**config.mk**
```make
export PLATFORM = sky130hd
export DESIGN_NAME = id_imm_ctrl_flat
export DESIGN_NICKNAME = d
export VERILOG_FILES = /design/src/rtl/id_imm_ctrl_if.sv /design/src/rtl/id_imm_ctrl.sv /design/src/flat_wrapper.sv
export SDC_FILE = /design/constraint.sdc
export NUM_CORES = 1
export LEC_CHECK = 0
export ABC_AREA = 1
export BUFFER_PORTS_ARGS = -buffer_cell sky130_fd_sc_hd__buf_2
export CAP_MARGIN = 20
export CORE_ASPECT_RATIO = 1.25
export CORE_MARGIN = 3
export CORE_UTILIZATION = 45
export CTS_BUF_LIST = sky130_fd_sc_hd__clkbuf_8
export CTS_CLUSTER_SIZE = 40
export DETAILED_ROUTE_END_ITERATION = 8
export PLACE_DENSITY = 0.81
export SLEW_MARGIN = 10
export SYNTH_ARGS = -nofsm -noshare
export SYNTH_HDL_FRONTEND = slang
export SYNTH_SLANG_ARGS = --single-unit
```
**constraint.sdc**
```tcl
create_clock -name clk -period 1.9 [get_ports clk]
set_input_delay 0.38 -clock clk [delete_from_list [all_inputs] [get_ports clk]]
set_output_delay 0.38 -clock clk [all_outputs]
set_load 0.01 [all_outputs]
```
**src/rtl/id_imm_ctrl_if.sv**
```systemverilog
// ---------------------------------------------------------------------------
// id_imm_ctrl_if
// Bundles the IF/ID input handshake, the immediate-generator side channel and
// the ID/EX output register of id_imm_ctrl.
//   slave  modport : the id_imm_ctrl block itself
//   master modport : the surrounding pipeline / immediate generator / bench
// Signals:
//   in_valid, in_instr[31:0], in_pc[31:0], in_ready  - IF/ID handshake
//   flush                                            - branch redirect
//   imm_src[1:0], imm_instr[31:0], imm_ext[31:0]     - immediate generator
//   out_valid, out_ready, out_pc, out_imm, out_rd,
//   out_illegal                                      - ID/EX register
//   issue_cnt[15:0]                                  - consumed-entry count
// ---------------------------------------------------------------------------
interface id_imm_ctrl_if;
    logic        in_valid;
    logic [31:0] in_instr;
    logic [31:0] in_pc;
    logic        in_ready;
    logic        flush;
    logic [1:0]  imm_src;
    logic [31:0] imm_instr;
    logic [31:0] imm_ext;
    logic        out_valid;
    logic        out_ready;
    logic [31:0] out_pc;
    logic [31:0] out_imm;
    logic [4:0]  out_rd;
    logic        out_illegal;
    logic [15:0] issue_cnt;

    modport slave (
        input  in_valid, in_instr, in_pc, flush, imm_ext, out_ready,
        output in_ready, imm_src, imm_instr, out_valid, out_pc, out_imm,
               out_rd, out_illegal, issue_cnt
    );

    modport master (
        output in_valid, in_instr, in_pc, flush, imm_ext, out_ready,
        input  in_ready, imm_src, imm_instr, out_valid, out_pc, out_imm,
               out_rd, out_illegal, issue_cnt
    );
endinterface

```
**src/rtl/id_imm_ctrl.sv**
```systemverilog
// ---------------------------------------------------------------------------
// id_imm_ctrl
// Decode-stage immediate control: selects the immediate type for an external
// immediate generator, forms the final immediate (generator result, locally
// built U-type value, or zero) and holds it in a one-entry ID/EX register
// with a valid/ready handshake that sustains one instruction per cycle.
// Ports:
//   clk  - rising-edge clock
//   rst  - synchronous active-high reset
//   bus  - id_imm_ctrl_if.slave (handshake, generator channel, ID/EX outputs)
// ---------------------------------------------------------------------------
module id_imm_ctrl (
    input  logic          clk,
    input  logic          rst,
    id_imm_ctrl_if.slave  bus
);

    localparam logic [0:0] EMPTY = 1'b0;
    localparam logic [0:0] FULL  = 1'b1;

    localparam logic [6:0] OP_IMM    = 7'b0010011;
    localparam logic [6:0] OP_LOAD   = 7'b0000011;
    localparam logic [6:0] OP_JALR   = 7'b1100111;
    localparam logic [6:0] OP_STORE  = 7'b0100011;
    localparam logic [6:0] OP_BRANCH = 7'b1100011;
    localparam logic [6:0] OP_JAL    = 7'b1101111;
    localparam logic [6:0] OP_LUI    = 7'b0110111;
    localparam logic [6:0] OP_AUIPC  = 7'b0010111;
    localparam logic [6:0] OP_REG    = 7'b0110011;

    // The state bit is the output valid flag itself.
    logic [0:0]  state;
    logic [1:0]  imm_src_c;
    logic [31:0] imm_final;
    logic        illegal_c;
    logic        accept;
    logic        consume;
    logic        in_ready_c;

    // NOTE: every signal assigned in always_comb gets a default first so no
    // path through the case leaves it unassigned (which would infer a latch).
    always_comb begin
        imm_src_c = 2'b00;
        imm_final = 32'b0;
        illegal_c = 1'b0;
        unique case (bus.in_instr[6:0])
            OP_IMM, OP_LOAD, OP_JALR: begin
                imm_src_c = 2'b00;
                imm_final = bus.imm_ext;
            end
            OP_STORE: begin
                imm_src_c = 2'b01;
                imm_final = bus.imm_ext;
            end
            OP_BRANCH: begin
                imm_src_c = 2'b10;
                imm_final = bus.imm_ext;
            end
            OP_JAL: begin
                imm_src_c = 2'b11;
                imm_final = bus.imm_ext;
            end
            OP_LUI, OP_AUIPC: begin
                // U-type is a plain shift; no need to route it through the generator.
                imm_final = {bus.in_instr[31:12], 12'b0};
            end
            OP_REG: begin
                imm_final = 32'b0;
            end
            default: begin
                illegal_c = 1'b1;
                imm_final = 32'b0;
            end
        endcase
    end

    assign in_ready_c = ((state == EMPTY) || bus.out_ready) && !bus.flush;
    assign accept     = bus.in_valid && in_ready_c;
    assign consume    = (state == FULL) && bus.out_ready;

    assign bus.in_ready  = in_ready_c;
    assign bus.imm_src   = imm_src_c;
    assign bus.imm_instr = bus.in_instr;
    assign bus.out_valid = (state == FULL);

    // NOTE: sequential state is written with non-blocking assignments so all
    // registers update from the same pre-edge values.
    always_ff @(posedge clk) begin
        if (rst) begin
            state           <= EMPTY;
            bus.out_pc      <= 32'b0;
            bus.out_imm     <= 32'b0;
            bus.out_rd      <= 5'b0;
            bus.out_illegal <= 1'b0;
            bus.issue_cnt   <= 16'b0;
        end else begin
            // A consume in a flush cycle still left the stage, so it counts.
            if (consume) begin
                bus.issue_cnt <= bus.issue_cnt + 16'd1;
            end

            if (bus.flush) begin
                state <= EMPTY;
            end else if (accept) begin
                state <= FULL;
            end else if (consume) begin
                state <= EMPTY;
            end

            // Loading only on accept keeps idle/X inputs out of the register.
            if (accept) begin
                bus.out_pc      <= bus.in_pc;
                bus.out_imm     <= imm_final;
                bus.out_rd      <= bus.in_instr[11:7];
                bus.out_illegal <= illegal_c;
            end
        end
    end

endmodule

```
**src/flat_wrapper.sv**
```systemverilog
// flat-port wrapper written by rule: the top's interface ports become plain ports
module id_imm_ctrl_flat 
  (clk, rst, bus_in_valid, bus_in_instr, bus_in_pc, bus_flush, bus_imm_ext, bus_out_ready, bus_in_ready, bus_imm_src, bus_imm_instr, bus_out_valid, bus_out_pc, bus_out_imm, bus_out_rd, bus_out_illegal, bus_issue_cnt);
  id_imm_ctrl_if bus_i ();
  input  logic clk;
  input  logic rst;
  input wire logic [$bits(bus_i.in_valid)-1:0] bus_in_valid;
  input wire logic [$bits(bus_i.in_instr)-1:0] bus_in_instr;
  input wire logic [$bits(bus_i.in_pc)-1:0] bus_in_pc;
  input wire logic [$bits(bus_i.flush)-1:0] bus_flush;
  input wire logic [$bits(bus_i.imm_ext)-1:0] bus_imm_ext;
  input wire logic [$bits(bus_i.out_ready)-1:0] bus_out_ready;
  output wire logic [$bits(bus_i.in_ready)-1:0] bus_in_ready;
  output wire logic [$bits(bus_i.imm_src)-1:0] bus_imm_src;
  output wire logic [$bits(bus_i.imm_instr)-1:0] bus_imm_instr;
  output wire logic [$bits(bus_i.out_valid)-1:0] bus_out_valid;
  output wire logic [$bits(bus_i.out_pc)-1:0] bus_out_pc;
  output wire logic [$bits(bus_i.out_imm)-1:0] bus_out_imm;
  output wire logic [$bits(bus_i.out_rd)-1:0] bus_out_rd;
  output wire logic [$bits(bus_i.out_illegal)-1:0] bus_out_illegal;
  output wire logic [$bits(bus_i.issue_cnt)-1:0] bus_issue_cnt;
  assign bus_i.in_valid = bus_in_valid;
  assign bus_i.in_instr = bus_in_instr;
  assign bus_i.in_pc = bus_in_pc;
  assign bus_i.flush = bus_flush;
  assign bus_i.imm_ext = bus_imm_ext;
  assign bus_i.out_ready = bus_out_ready;
  assign bus_in_ready = bus_i.in_ready;
  assign bus_imm_src = bus_i.imm_src;
  assign bus_imm_instr = bus_i.imm_instr;
  assign bus_out_valid = bus_i.out_valid;
  assign bus_out_pc = bus_i.out_pc;
  assign bus_out_imm = bus_i.out_imm;
  assign bus_out_rd = bus_i.out_rd;
  assign bus_out_illegal = bus_i.out_illegal;
  assign bus_issue_cnt = bus_i.issue_cnt;
  id_imm_ctrl u_core (.clk(clk), .rst(rst), .bus(bus_i));
endmodule
```
==> impl_results.md, run 1 <==
* Power per cell area at 753 nW/um2
* IO Port Bufs at 222
* Top_reg_cell synth: dfxtp_1
* Die area at 9540 um2
* Multi-input gate area at 1550 um2
* Initial drt markers at 128
* Total GRT Usage at 0.212
* Worst Hold Class: in -> reg
* Internal cell power at 2.69 mW
* Drt via density at 5.05
* Power share of the clock group at 0.323
* Largest area contributor in the netlist: dfxtp_1
* Total CTS buffers at 9
* Clock Skews at 0.0110 ns
* Postcts setup bufs at 0
* YS warnings at 0
* TritonCTS clock tree: built
* Initial Utilization at 0.474
* Die Ht at 108 um
* GP Congestion at 0.885
* Area delta synth->final at 29.6%
* LEAKAGE at 2.49 nW
* Min Clock Period, post-route at 1.61 ns
* CTS sink count at 87
* CP Capture Type: output pin
* Max-cap violations at 0
* Clock Tree Root: clkbuf_8
* Number of flops mapped to enable cells by yosys at 0
* Syn Std Cell Area at 3780 um2
* Max Clock Freq at 0.621 GHz
* Switching share of power at 0.271
* Placed insts at 781
* Number of antenna violations at the first check in global routing at 0
* DRC violations left at 0
* N_diodes at 0
* Post-CTS Hold Fix Bufs at 0
* Global route overflow at 0
* Worst rel slew slack at 0.764
* Finished Cell Area at 4900 um2
* Worst slew pin tran at 0.354 ns
* Synth area leaders: dfxtp_1 (46%), nand2_1 (9.6%), nor2_1 (9.6%)
* Share of cells above drive strength 1 at 0.368
* Routed Antenna Nets at 0
* Post-CTS sizing at 0
* # nets final at 799
* Peak supply drop at 0.000509 V
* Non-Filler Instances at 797
* CP max FO at 3
* H-tree depth at 3
* Outcome: completed
* Post-route setup TNS at 0 ns
* Comb power frac at 0.145
* Critical Path AT at 1.23 ns
* Setup CP Type: reg -> out
* CP startpoint kind: register
* Total core area at 7970 um2
* Mapped Avg Cell Area at 7.30 um2
* CTS max path bufs at 2
* Synth top area share at 0.461
* Max-slew violations at 0
* Clock latency on the worst-skew pair at 0.35 ns
* Clock slew at reported path FFs at 0.09 ns
* Io pins at 223
* Vias in the first global route at 3,681
* Register area share after synthesis at 0.461
* Post-Syn Nets at 620
* Final HPWL DP at 7980 um
* RSZ-0062 raised after global routing: no
* Drt wl/cell at 13.3 um
* Netlist cell types at 23
* Area after DPL at 4710 um2
* Largest net degree at the start of global routing at 96
* Synth Instances at 518
* Die Width at 88.0 um
* Final WL at 10,600 um
* TritonRoute pass-1 iters at 4
* Final hold viol count at 0
* Seq. cell area at 1740 um2
* First-pass GRT wire length at 16,000 um
* Vias at 4,023
* Post-synth ARST share at 0
* # rows at 36
* Yosys reg bits at 87
* Setup-failing EPs final at 0
* Fin crit share at 0.847
* Critical Path RT at 1.52 ns
* Sw power at 1.00 mW
* # fillers at 738
* Flop pwr share at 0.532
==> final timing paths <==
path,from,end,slack (ns),cells past startpoint
worst min-delay path,bus_in_pc[1],u_core.bus.out_pc[1],0.25,3
worst max register to register,u_core.bus.issue_cnt[0],u_core.bus.issue_cnt[14],0.34,8
worst min register to register,u_core.bus.out_imm[30],u_core.bus.out_imm[30],0.47,2
worst max-delay path,u_core.bus.out_valid,bus_in_ready,0.29,4
==> state kept, by name, summed over array words and instances (netlist names) <==
signal and cells:
u_core.bus.out_imm 32, u_core.bus.out_pc 32, u_core.bus.issue_cnt 16, u_core.bus.out_rd 5, u_core.bus.out_illegal 1, u_core.bus.out_valid 1
==> final cells by class <==
type                       instances  share of cell area
inverter                          30              0.0230
timing repair buffer             228               0.244
multi-input combinational        341               0.316
clock buffer                      11              0.0309
sequential                        87               0.356
clock inverter                     5             0.00690
tap                               95              0.0243
==> worst max-delay path: stages, from the launching register on <==
cell and delay [ns]:
dfxtp_1 0.37, inv_1 0.05, nor2_1 0.25, nor2_1 0.07, buf_2 0.15
==> cells in the mapped netlist, types with 5 or more instances <==
library cell	instances
clkbuf_1	13
nand3_1	7
buf_4	33
nor2_1	97
nor3_1	5
dfxtp_1	87
nand2_1	97
nand2_2	5
buf_2	12
a31oi_1	14
inv_1	28
o21ai_0	71
a21oi_1	29
==> placed cells by master (no fill, tap or decap) <==
master / instances
o21ai_0: 71
nor3_1: 5
clkinv_1: 1
nor3_4: 1
xor2_1: 2
a21oi_1: 29
o22ai_1: 1
clkinvlp_4: 4
nor2_1: 97
nor2_2: 3
nand2_2: 5
ha_1: 1
a31oi_1: 14
nand2_1: 97
inv_2: 2
nand3_1: 7
buf_2: 222
buf_12: 3
inv_1: 28
clkbuf_8: 11
nand3_2: 2
nor2_4: 2
nand4_1: 4
buf_4: 3
dfxtp_1: 87
==> power groups by stage <==
| stage | combinational (mW) | clock [mW] | sequential, mW |
|---|---|---|---|
| final | 0.534 | 1.19 | 1.96 |
| after global routing | 0.591 | 1.29 | 1.97 |
| after CTS | 0.540 | 1.23 | 1.96 |
| after detailed placement | 0.539 | 0 | 2.00 |
| after global placement | 0.526 | 0 | 2.00 |
| after floorplan | 0.252 | 0 | 2.04 |
==> stage by stage <==
stage	hold WS, ns	setup WS [ns]	total power, mW	util
after global routing	0.237	0.150	3.85	0.614
after floorplan	0.459	0.488	2.29	-
after detailed placement	0.455	0.291	2.54	0.591
final	0.249	0.290	3.69	0.614
after CTS	0.228	0.260	3.73	0.614
after global placement	0.449	0.359	2.52	0.591
==> kinds of logic after synthesis <==
kind of cell | count (synthesis) | share of synthesized area
flops | 87 | 0.461
buf+inv | 90 | 0.130
simple gates | 223 | 0.244
fa+ha+maj | 1 | 0.00331
compound gates | 115 | 0.157
xor+xnor | 2 | 0.00464
==> per-layer routing <==
metal	track usage	up-vias	routed length, um
li1	-	1992	-
met1	0.224	1811	3950
met2	0.383	192	5450
met3	0.0404	28	848
met4	0.122	0	319
met5	0	-	0
Power figures use the tool's default switching activity.
==> inputs of run 2 (changes only) <==
clock period = 1.7 ns   (was 1.9 ns; I/O delays follow)
==> impl_results.md, run 2 (synthesized netlist as in run 1, its figures left out) <==
* Outcome: completed
* Clock Tree Root: clkbuf_8
* LEAKAGE at 2.51 nW
* CP startpoint kind: register
* Setup-failing EPs final at 0
* CP Capture Type: output pin
* Post-CTS sizing at 0
* Die Width at 88.0 um
* Worst hold margin at 0.202 ns
* H-tree depth at 3
* DRC violations left at 0
* Post-CTS Hold Fix Bufs at 0
* Area delta synth->final at 30.7%
* Reg-to-reg critical path endpoint: u_core.bus.issue_cnt[12]
* Power per cell area at 862 nW/um2
* Vias at 3,997
* Die Ht at 108 um
* Critical Path RT at 1.36 ns
* Worst rel slew slack at 0.754
* TritonCTS clock tree: built
* Crit path largest cell delay at 0.37 ns
* Worst hold path depth at 3
* Largest net degree at the start of global routing at 96
* IO Port Bufs at 222
* Largest regs: u_core.bus.out_imm (32), u_core.bus.out_pc (32), u_core.bus.issue_cnt (16)
* Drt via density at 5.01
* Most common cell after layout, fill and taps aside: buf_2
* Initial Utilization at 0.474
* Global route overflow at 0
* N_diodes at 0
* Sink of the worst hold path: u_core.bus.out_pc[11]
* Worst r2r src: u_core.bus.issue_cnt[1]
* Clock latency on the worst-skew pair at 0.36 ns
* Die area at 9540 um2
* Worst slew pin tran at 0.368 ns
* # nets final at 800
* Drt wl/cell at 13.1 um
* Setup CP Type: reg -> out
* CTS sink count at 87
* Clock slew at reported path FFs at 0.10 ns
* Postcts setup bufs at 0
* RSZ-0062 raised after global routing: no
* Register-to-Register Setup Slack at 0.17 ns
* Fin crit share at 0.936
* Vias in the first global route at 3,796
* Most frequent cells in the layout: buf_2 (222), nand2_1 (97), nor2_1 (96)
* Io pins at 223
* Final hold viol count at 0
* Final WL at 10,400 um
* Critical Path AT at 1.25 ns
* Most used cell, CP: nor2_1
* R2R cell count at 8
* Min Clock Period, post-route at 1.59 ns
* TritonRoute pass-1 iters at 4
* Origin of the worst min-delay path: bus_in_pc[11]
* Total GRT Usage at 0.213
* Final HPWL DP at 7700 um
* CP max FO at 3
* Post-route setup TNS at 0 ns
* Critical path cell sequence: inv_1 > nor2_1 > nor2_1 > buf_2
* Routed Antenna Nets at 0
* Peak supply drop at 0.000509 V
* Max Clock Freq at 0.628 GHz
* # rows at 36
* GP Congestion at 0.856
* Max stage delay cell, worst path: dfxtp_1
* Final core occ at 0.620
* Max-slew violations at 0
* Number of antenna violations at the first check in global routing at 0
* Clock Skews at 0.0138 ns
* Max-cap violations at 0
* Total core area at 7970 um2
* Initial drt markers at 171
* Worst Hold Class: in -> reg
* Total CTS buffers at 9
* CTS max path bufs at 2
* First-pass GRT wire length at 16,200 um
* Share of cells above drive strength 1 at 0.371
[run 2: cell count changes in the layout (fill, tap and decap cells not counted)]
cell        change
clkinvlp_4      -2
buf_12          +1
bufinv_16       +1
clkbuf_8        -1
clkinv_2        +1
clkinv_4        +1
inv_1           -1
inv_6           +1
nor2_1          -1
nor2_2          +1
[run 2: layer usage]
metal	GRT usage	vias up	share of wire
li1	-	1997	-
met1	0.224	1815	0.38
met2	0.401	171	0.53
met3	0.0427	14	0.073
met4	0.0888	0	0.016
met5	0	-	0
[run 2: how the worst max path moves through the flow]
| stage | slack [ns] | startpoint | endpoint |
|---|---|---|---|
| final | 0.11 | u_core.bus.out_valid | bus_in_ready |
| after global routing | 0.005 | u_core.bus.issue_cnt[1] | u_core.bus.issue_cnt[14] |
| after CTS | 0.08 | u_core.bus.out_valid | bus_in_ready |
| after detailed placement | 0.14 | bus_out_ready | u_core.bus.out_pc[19] |
| after global placement | 0.23 | bus_out_ready | u_core.bus.out_pc[5] |
| after floorplan | 0.29 | u_core.bus.issue_cnt[0] | u_core.bus.issue_cnt[12] |
[run 2: layout make-up]
class,count,area [um2]
Fill cell,720,3030
Sequential cell,87,1740
Timing Repair Buffer,229,1210
Tap cell,95,119
Clock inverter,6,67.6
Clock buffer,10,138
Inverter,30,113
Multi-Input combinational cell,341,1550
[run 2: metrics by stage]
stage | worst slack (ns) | power (mW) | area [um2] | std cells
2_1_floorplan | 0.288 | 2.56 | 3780 | 518
3_3_place_gp | 0.231 | 2.82 | 4730 | 782
3_5_place_dp | 0.144 | 2.84 | 4730 | 782
4_1_cts | 0.0831 | 4.32 | 4940 | 798
5_1_grt | 0.00472 | 4.44 | 4940 | 798
6_report | 0.108 | 4.26 | 4940 | 798
[run 2: report_power, final]
part | internal [mW] | total [mW] | switching (mW)
clock | 0.724 | 1.47 | 0.744
combinational | 0.261 | 0.603 | 0.342
sequential | 2.14 | 2.19 | 0.0478
total | 3.12 | 4.26 | 1.13
[run 2: critical path: cells and delay by family (launching register included)]
kind                   cells  cell delay, ns
flip-flops                 1            0.37
AND/OR/NAND/NOR            2            0.34
buffers and inverters      2            0.21
==> inputs of run 3 (changes only) <==
CORE_ASPECT_RATIO = 0.6   (was 1.25)
PLACE_DENSITY = default   (was 0.81)
PLACE_DENSITY_LB_ADDON = 0.2   (was default)
==> impl_results.md, run 3 (synthesized netlist as in run 1, its figures left out) <==
* H-tree depth at 3
* Worst Hold Class: in -> reg
* Clock slew at reported path FFs at 0.08 ns
* Worst rel slew slack at 0.758
* # rows at 25
* N_diodes at 0
* Outcome: completed
* Share of cells above drive strength 1 at 0.374
* Total core area at 8010 um2
* Total GRT Usage at 0.223
* Min Clock Period, post-route at 1.55 ns
* Vias in the first global route at 3,757
* Power per cell area at 860 nW/um2
* Post-route setup TNS at 0 ns
* CP max FO at 3
* IO Port Bufs at 222
* Number of antenna violations at the first check in global routing at 0
* Die Ht at 77.0 um
* Drt wl/cell at 13.2 um
* CTS sink count at 87
* Postcts setup bufs at 0
* TritonRoute pass-1 iters at 5
* RSZ-0062 raised after global routing: no
* Post-CTS sizing at 0
* Die area at 9570 um2
* Final WL at 10,700 um
* Setup CP Type: reg -> out
* Critical Path AT at 1.21 ns
* Most common cell after layout, fill and taps aside: buf_2
* Final hold viol count at 0
* Die Width at 124 um
* First-pass GRT wire length at 17,800 um
* # nets final at 807
* Io pins at 223
* Post-route setup slack at 0.148 ns
* Clock Tree Root: clkbuf_8
* Place WS at 0.117 ns
* Max-cap violations at 0
* Routed Antenna Nets at 0
* CP Capture Type: output pin
* Post-CTS Hold Fix Bufs at 0
* Setup-failing EPs final at 0
* Max-slew violations at 0
* GP Congestion at 0.856
* Fin crit share at 0.913
* Initial drt markers at 256
* Largest net degree at the start of global routing at 46
* Peak supply drop at 0.000364 V
* Largest regs: u_core.bus.out_imm (32), u_core.bus.out_pc (32), u_core.bus.issue_cnt (16)
* LEAKAGE at 2.56 nW
* CP startpoint kind: register
* Clock Skews at 0.00903 ns
* Worst slew pin tran at 0.362 ns
* Final HPWL DP at 8150 um
* TritonCTS clock tree: built
* Vias at 3,981
* Initial Utilization at 0.472
* DRC violations left at 0
* Max Clock Freq at 0.644 GHz
* Critical Path RT at 1.36 ns
* Global route overflow at 0
* PnR Total Power at 4.30 mW
* Clock latency on the worst-skew pair at 0.35 ns
* CTS max path bufs at 2
* Drt via density at 4.88
* Most frequent cells in the layout: buf_2 (222), nand2_1 (97), nor2_1 (97)
* Total CTS buffers at 9
* Area delta synth->final at 32.3%
==> run 3: cell count changes in the layout (fill, tap and decap cells not counted) <==
cell and delta:
clkinvlp_4 -2, clkinv_4 -1, inv_1 +1, clkinv_2 +2
clkinv_1 -1, bufinv_16 +1, nor2_1 +1, buf_4 +7
clkbuf_8 -1, inv_6 -1, nor2_2 -1
==> run 3: worst paths after layout <==
kind | end | startpoint | slack, ns | cells past startpoint
worst min register to register | u_core.bus.out_imm[27] | u_core.bus.out_imm[27] | 0.46 | 2
worst min-delay path | u_core.bus.out_pc[8] | bus_in_pc[8] | 0.21 | 3
worst max-delay path | bus_in_ready | u_core.bus.out_valid | 0.15 | 4
worst max register to register | u_core.bus.out_imm[20] | u_core.bus.out_valid | 0.23 | 6
==> run 3: critical path, cell delays in order (launching register included) <==
cell	delay, ns
dfxtp_1	0.36
inv_1	0.05
nor2_1	0.25
nor2_1	0.07
buf_2	0.14
==> run 3: layout make-up <==
type | instances | area, um2
multi-input combinational | 341 | 1550
sequential | 87 | 1740
inverter | 30 | 113
clock inverter | 5 | 75.1
timing repair buffer | 236 | 1270
clock buffer | 9 | 124
fill | 741 | 3010
tap | 108 | 135
==> run 3: metrics by stage <==
step | instance area [um2] | hold slack [ns] | std cells | util
after global routing | 5000 | 0.197 | 816 | 0.625
after global placement | 4800 | 0.449 | 802 | 0.600
after CTS | 5000 | 0.196 | 816 | 0.625
final | 5000 | 0.213 | 816 | 0.625
after floorplan | 3780 | 0.419 | 518 | -
after detailed placement | 4800 | 0.454 | 802 | 0.600
==> run 3: report_power, final <==
part	total, mW	switching, mW	internal (mW)
combinational	0.620	0.349	0.270
clock	1.49	0.690	0.804
sequential	2.19	0.0471	2.14
==> run 3: per-layer routing <==
metal  up-vias  track usage  part of all wire
met3        17       0.0612             0.066
met4         0       0.0722             0.020
li1       2002            -                 -
met2       151        0.375              0.48
met5         -            0                 0
met1      1811        0.280              0.43
